--- config.mk ---
export PLATFORM = sky130hd
export DESIGN_NAME = multicycle_main_control
export DESIGN_NICKNAME = d
export VERILOG_FILES = /design/src/rtl/multicycle_main_control_pkg.sv /design/src/rtl/multicycle_main_control_mem_wait_timer.sv /design/src/rtl/multicycle_main_control.sv
export SDC_FILE = /design/constraint.sdc
export NUM_CORES = 1
export LEC_CHECK = 0
export BUFFER_PORTS_ARGS = -buffer_cell sky130_fd_sc_hd__buf_2
export CORE_MARGIN = 5
export CORE_UTILIZATION = 41
export CTS_CLUSTER_SIZE = 30
export DETAILED_ROUTE_END_ITERATION = 6
export GPL_TIMING_DRIVEN = 1
export PLACE_DENSITY_LB_ADDON = 0.1
export SYNTH_ARGS = -nofsm -noshare
export SYNTH_HDL_FRONTEND = slang
export SYNTH_SLANG_ARGS = --single-unit
export TNS_END_PERCENT = 1
--- constraint.sdc ---
create_clock -name clk -period 2.2 [get_ports clk]
set_clock_uncertainty 0.15 [all_clocks]
set_input_delay 0.44 -clock clk [delete_from_list [all_inputs] [get_ports clk]]
set_output_delay 0.44 -clock clk [all_outputs]
set_load 0.02 [all_outputs]
--- src/rtl/multicycle_main_control_pkg.sv ---
// -----------------------------------------------------------------------------
// multicycle_main_control_pkg : state, ALUOp, opcode and funct encodings
// Revision 1.0
// -----------------------------------------------------------------------------
`default_nettype none

package multicycle_main_control_pkg;

  typedef enum logic [3:0] {
    ST_IDLE   = 4'd0,
    ST_FETCH  = 4'd1,
    ST_DECODE = 4'd2,
    ST_MEMADR = 4'd3,
    ST_MEMRD  = 4'd4,
    ST_MEMWB  = 4'd5,
    ST_MEMWR  = 4'd6,
    ST_EXEC   = 4'd7,
    ST_ALUWB  = 4'd8,
    ST_ORIEX  = 4'd9,
    ST_ORIWB  = 4'd10,
    ST_BRANCH = 4'd11,
    ST_JUMP   = 4'd12
  } state_t;

  localparam logic [1:0] ALUOP_ADD   = 2'b00;
  localparam logic [1:0] ALUOP_OPC   = 2'b01;
  localparam logic [1:0] ALUOP_FUNCT = 2'b10;

  localparam logic [1:0] SRCB_REGB   = 2'b00;
  localparam logic [1:0] SRCB_FOUR   = 2'b01;
  localparam logic [1:0] SRCB_IMM    = 2'b10;
  localparam logic [1:0] SRCB_IMMSH  = 2'b11;

  localparam logic [1:0] PCSRC_ALU    = 2'b00;
  localparam logic [1:0] PCSRC_ALUOUT = 2'b01;
  localparam logic [1:0] PCSRC_JUMP   = 2'b10;

  localparam logic [5:0] OP_RTYPE = 6'b000000;
  localparam logic [5:0] OP_LW    = 6'b100011;
  localparam logic [5:0] OP_SW    = 6'b101011;
  localparam logic [5:0] OP_BEQ   = 6'b000100;
  localparam logic [5:0] OP_ORI   = 6'b001101;
  localparam logic [5:0] OP_J     = 6'b000010;

  localparam logic [5:0] FUNCT_ADDU = 6'b100001;
  localparam logic [5:0] FUNCT_SUBU = 6'b100011;

  // States that hold a memory access open and are watched by the timeout timer
  function automatic logic is_mem_state(input state_t s);
    return (s == ST_FETCH) || (s == ST_MEMRD) || (s == ST_MEMWR);
  endfunction

endpackage

`default_nettype wire

--- src/rtl/multicycle_main_control_mem_wait_timer.sv ---
// -----------------------------------------------------------------------------
// mem_wait_timer : counts stalled memory cycles and flags an access timeout
// Revision 1.0
// -----------------------------------------------------------------------------
`default_nettype none

module mem_wait_timer #(
  parameter int MEM_TIMEOUT = 16
) (
  input  logic clk,
  input  logic rst_n,
  input  logic active,
  input  logic mem_ready,
  output logic timeout
);

  localparam logic [8:0] C_LIMIT = 9'(MEM_TIMEOUT);

  logic [7:0] r_count;

  // r_count holds the stalled cycles already seen, so the limit hits on the Nth stall
  assign timeout = (C_LIMIT != 9'd0) && active && !mem_ready &&
                   (({1'b0, r_count} + 9'd1) == C_LIMIT);

  always_ff @(posedge clk or negedge rst_n) begin
    if (!rst_n) begin
      r_count <= 8'd0;
    end else if (!active || mem_ready || timeout) begin
      r_count <= 8'd0;
    end else if (r_count != 8'hFF) begin
      r_count <= r_count + 8'd1;
    end
  end

endmodule

`default_nettype wire

--- src/rtl/multicycle_main_control.sv ---
// -----------------------------------------------------------------------------
// multicycle_main_control : main sequencing FSM of the multi-cycle MIPS core
// Revision 1.0
// -----------------------------------------------------------------------------
`default_nettype none

module multicycle_main_control
  import multicycle_main_control_pkg::*;
#(
  parameter int MEM_TIMEOUT = 16
) (
  input  logic       clk,
  input  logic       rst_n,
  input  logic [5:0] opcode,
  input  logic [5:0] funct,
  input  logic       mem_ready,
  output logic [1:0] alu_op,
  output logic       alu_src_a,
  output logic [1:0] alu_src_b,
  output logic [1:0] pc_source,
  output logic       pc_write,
  output logic       pc_write_cond,
  output logic       i_or_d,
  output logic       mem_req,
  output logic       mem_write,
  output logic       ir_write,
  output logic       reg_dst,
  output logic       mem_to_reg,
  output logic       reg_write,
  output logic       zext_imm,
  output logic       illegal_op,
  output logic       bus_err,
  output logic [3:0] state_o
);

  state_t r_state;
  state_t w_next;
  logic   r_is_store;
  logic   w_mem_active;
  logic   w_timeout;

  assign w_mem_active = is_mem_state(r_state);
  assign state_o      = r_state;

  mem_wait_timer #(
    .MEM_TIMEOUT (MEM_TIMEOUT)
  ) u_timer (
    .clk       (clk),
    .rst_n     (rst_n),
    .active    (w_mem_active),
    .mem_ready (mem_ready),
    .timeout   (w_timeout)
  );

  // The IR is only trusted in DECODE, so remember lw/sw for the MEMADR branch
  always_ff @(posedge clk or negedge rst_n) begin
    if (!rst_n) begin
      r_state    <= ST_IDLE;
      r_is_store <= 1'b0;
    end else begin
      r_state <= w_next;
      if (r_state == ST_DECODE) begin
        r_is_store <= (opcode == OP_SW);
      end
    end
  end

  always_comb begin
    w_next        = r_state;
    alu_op        = ALUOP_ADD;
    alu_src_a     = 1'b0;
    alu_src_b     = SRCB_REGB;
    pc_source     = PCSRC_ALU;
    pc_write      = 1'b0;
    pc_write_cond = 1'b0;
    i_or_d        = 1'b0;
    mem_req       = 1'b0;
    mem_write     = 1'b0;
    ir_write      = 1'b0;
    reg_dst       = 1'b0;
    mem_to_reg    = 1'b0;
    reg_write     = 1'b0;
    zext_imm      = 1'b0;
    illegal_op    = 1'b0;
    bus_err       = 1'b0;

    case (r_state)
      ST_IDLE: w_next = ST_FETCH;

      ST_FETCH: begin
        mem_req   = 1'b1;
        alu_src_b = SRCB_FOUR;
        if (mem_ready) begin
          ir_write = 1'b1;
          pc_write = 1'b1;
          w_next   = ST_DECODE;
        end else if (w_timeout) begin
          bus_err = 1'b1;
          w_next  = ST_FETCH;
        end
      end

      ST_DECODE: begin
        alu_src_b = SRCB_IMMSH;
        case (opcode)
          OP_RTYPE: begin
            if (funct == FUNCT_ADDU || funct == FUNCT_SUBU) begin
              w_next = ST_EXEC;
            end else begin
              illegal_op = 1'b1;
              w_next     = ST_FETCH;
            end
          end
          OP_LW, OP_SW: w_next = ST_MEMADR;
          OP_BEQ:       w_next = ST_BRANCH;
          OP_ORI:       w_next = ST_ORIEX;
          OP_J:         w_next = ST_JUMP;
          default: begin
            illegal_op = 1'b1;
            w_next     = ST_FETCH;
          end
        endcase
      end

      ST_MEMADR: begin
        alu_src_a = 1'b1;
        alu_src_b = SRCB_IMM;
        w_next    = r_is_store ? ST_MEMWR : ST_MEMRD;
      end

      ST_MEMRD: begin
        mem_req = 1'b1;
        i_or_d  = 1'b1;
        if (mem_ready) begin
          w_next = ST_MEMWB;
        end else if (w_timeout) begin
          bus_err = 1'b1;
          w_next  = ST_FETCH;
        end
      end

      ST_MEMWB: begin
        reg_write  = 1'b1;
        mem_to_reg = 1'b1;
        w_next     = ST_FETCH;
      end

      ST_MEMWR: begin
        mem_req   = 1'b1;
        mem_write = 1'b1;
        i_or_d    = 1'b1;
        if (mem_ready) begin
          w_next = ST_FETCH;
        end else if (w_timeout) begin
          bus_err = 1'b1;
          w_next  = ST_FETCH;
        end
      end

      ST_EXEC: begin
        alu_src_a = 1'b1;
        alu_op    = ALUOP_FUNCT;
        w_next    = ST_ALUWB;
      end

      ST_ALUWB: begin
        reg_write = 1'b1;
        reg_dst   = 1'b1;
        w_next    = ST_FETCH;
      end

      ST_ORIEX: begin
        alu_src_a = 1'b1;
        alu_src_b = SRCB_IMM;
        zext_imm  = 1'b1;
        alu_op    = ALUOP_OPC;
        w_next    = ST_ORIWB;
      end

      ST_ORIWB: begin
        reg_write = 1'b1;
        w_next    = ST_FETCH;
      end

      ST_BRANCH: begin
        alu_src_a     = 1'b1;
        alu_op        = ALUOP_OPC;
        pc_write_cond = 1'b1;
        pc_source     = PCSRC_ALUOUT;
        w_next        = ST_FETCH;
      end

      ST_JUMP: begin
        pc_write  = 1'b1;
        pc_source = PCSRC_JUMP;
        w_next    = ST_FETCH;
      end

      default: w_next = ST_IDLE;
    endcase
  end

endmodule

`default_nettype wire

==> impl_metrics.csv <==
group,metric,value,unit
placement,dpl.cell_count,230,
power_and_ir_drop,fin_total_pwr,0.00142,W
critical_path,cp_cell_sequence,"buf_6 -> or2_4 -> or4_4 -> or3_4 -> nor4bb_2 -> buf_2",
power_and_ir_drop,ir_drop,0.790,mV
logic_synthesis,synth_common_cells,"nor2_1 (23), nand2_1 (14), a21oi_1 (13), dfrtp_1 (13), nor3_1 (8)",
logic_synthesis,synth-main-ff-cell,"dfrtp_1",
logic_synthesis,yosys_warnings,0,
placement,dp_hpwl,2560,um
timing,finalMaxSlewViolations,0,
detailed_routing,finalWirelength,3240,um
worst_hold_path,min_to,"r_is_store",
critical_path,rr_worst_depth,6,
power_and_ir_drop,p_per_area,901,nW/um2
critical_path,critPathMaxStageDelay,0.42,ns
critical_path,crit_family,"simple AND/OR/NAND/NOR gates",
logic_synthesis,yosys.cell_types.count,41,
outcome,violations,"negative setup slack",
logic_synthesis,ys_seq_area_share,29.5,%
cts,worst_skew_pair.late_latency,0.29,ns
detailed_routing,first_iter_violations,70,
layout,diodes,0,
global_routing,busiest_layer,"met2",
placement,port_buffers,36,
worst_hold_path,min_delay_path_depth,2,
cts,clockRootBuffer,"clkbuf_4",
detailed_routing,drc_errors,0,
detailed_routing,ant_nets,0,
critical_path,rrSetupSlack,0.11,ns
layout,final_cells,235,
critical_path,r2r_end,"state_o[2]",
critical_path,rr_startpoint,"state_o[0]",
placement,gp_congestion,0.887,
power_and_ir_drop,leakagePower,0.729,nW
worst_hold_path,min_from,"r_is_store",
die,die-height,61.9,um
logic_synthesis,yosys_register_bits,13,
critical_path,worst-setup-path-type,"in -> out",
layout,multi_input_area,812,um2
die,dieArea,3830,um2
logic_synthesis,netlist_instances,147,
logic_synthesis,synth.most_common_cell,"nor2_1",
timing,setup_viol,2,
detailed_routing,dr_total_vias,1305,
layout,seqCellArea,325,um2
logic_synthesis,syn_area,1100,um2
detailed_routing,vias_per_cell,5.55,
critical_path,worstPathArrival,1.89,ns
critical_path,end_kind,"primary output",
critical_path,cp-start-kind,"primary input",
timing,setup_slack,-0.284,ns
detailed_routing,routedWlPerCell,13.8,um
global_routing,grtUsageMet2,32.0,%
global_routing,grt_antenna_before_repair,0,
global_routing,grt_pass1_wl,5370,um
critical_path,crit_required,1.61,ns
die,pin_count,38,
cts,clockBufferDepth,2,
global_routing,grt_max_degree,16,
critical_path,path_max_fanout,2,
placement,dpl-instance-area,1490,um2
logic_synthesis,synth_top_area_share,29.5,%
layout,fillers,239,
critical_path,path_buf_inv,2,
layout,nets,223,
cts,cts.sinks,13,
cts,numCtsBuffers,3,
detailed_routing,drtPass1Iterations,6,
logic_synthesis,synth-edff-count,0,
die,rows,18,
outcome,status,"finished with violations",
global_routing,grt.overflow.total,0,
die,start_util,43.7,%
logic_synthesis,synth_area_per_cell,7.50,um2
worst_hold_path,hold_class,"reg -> reg",
layout,final_area,1580,um2
timing,hold_violations,0,
cts,h-tree-depth,1,
flow_run,cap_violations,0,
global_routing,grt_usage,18.6,%
timing,post-route-period-util,113,%
die,die_width,61.9,um
timing,relSlewSlack,78.5,%
timing,fin_crit,2.48,ns
timing,fmax,0.403,GHz
layout,syn_to_final_growth,43.0,%
cts,cts_tree,"yes",
timing,worst_slew_pin_slew,0.319,ns
critical_path,slowest_stage,"or4_4",
timing,rsz0062_at_grt,"true",
cts,path_clk_slew,0.07,ns
cts,cts_setup_buffers,0,
global_routing,use_met1,23.2,%
logic_synthesis,yosys.area.top_type,"dfrtp_1",
layout,drive_gt1_share,40.0,%
logic_synthesis,synthTopCellsByArea,"dfrtp_1 (30%), nor2_1 (7.8%), a21oi_1 (5.9%), nand2_1 (4.8%), nand2b_1 (4.0%)",
logic_synthesis,postSynth.asyncResetShare,100,%
die,core_area,2520,um2
logic_synthesis,synth_fp_nets,164,
global_routing,use_met3,4.13,%
global_routing,first_global_vias,1208,
-- cells in the final DEF, fill, tap and decap left out, types with 4 or more instances in the layout --
cell,netlist,routed
dfrtp_1,13,13
a211oi_1,5,4
buf_2,0,34
nand3_1,4,4
nor3_1,8,4
nand2_1,14,14
nor2_1,23,22
a21oi_1,13,11
o21ai_0,7,7
nand2b_1,7,6
buf_4,0,21
-- registers in the layout (all words and copies together), names as in the netlist --
register         count
r_is_store           1
state_o              4
u_timer.r_count      8
-- through the flow --
stage                     hold slack (ns)  setup TNS (ns)  setup WS (ns)  util, %
after floorplan                  -0.00559          -0.138        -0.0693        -
after global placement              0.186          -0.292         -0.281     59.0
after detailed placement            0.192          -0.340         -0.292     59.0
after CTS                           0.324          -0.462         -0.276     61.6
after global routing                0.339          -0.660         -0.320     62.5
final                               0.345          -0.462         -0.284     62.5
-- worst max path at each step --
stage,startpoint,slack [ns],endpoint,cells after the start
after floorplan,state_o[0],-0.07,bus_err,4
after global placement,opcode[0],-0.28,illegal_op,6
after detailed placement,opcode[0],-0.29,illegal_op,6
after CTS,opcode[0],-0.28,illegal_op,6
after global routing,opcode[3],-0.32,illegal_op,6
final,opcode[0],-0.28,illegal_op,6
-- cell families after synthesis --
group,count (synthesis),synth area share (%)
muxes,2,1.82
and+or+nand+nor,80,38.4
adders and majority gates,2,2.27
DFF,13,29.5
buffers and inverters,8,2.72
xor gates and xnor gates,3,2.38
AOI/OAI and AO/OA,39,22.9
-- layer usage --
metal / vias to the layer above / part of all wire (%)
li1: 656 / -
met1: 606 / 43
met2: 41 / 51
met3: 2 / 6.2
met4: 0 / 0.28
met5: - / 0
-- layout make-up --
| cell class | instances | share of cell area (%) |
|---|---|---|
| multi-input combinational | 126 | 51.5 |
| timing repair buffer | 58 | 22.9 |
| sequential | 13 | 20.6 |
| tap | 30 | 2.38 |
| clock buffer | 4 | 1.67 |
| inverter | 4 | 0.952 |
-- worst register-to-register path: cells and delay by family, from the launching register on --
family,cells,cell delay [ns]
buffers and inverters,1,0.18
AO/OA/AOI/OAI,3,0.58
AND/OR/NAND/NOR,2,0.67
flip-flops,1,0.41
-- where the power goes --
group	leakage, nW	switching, W	internal [W]
Combinational	0.538	0.000574	0.000376
Clock	0.0150	0.0000806	0.0000705
Sequential	0.177	0.0000331	0.000287
Total	0.729	0.000687	0.000734
-- repair_timing --
action	in CTS	in global routing
pin swaps	1	0
hold buffers	1	0
endpoints found under the hold margin	13	0
endpoints found under the setup margin	2	9
resized for setup	6	7
Power figures use the tool's default switching activity.
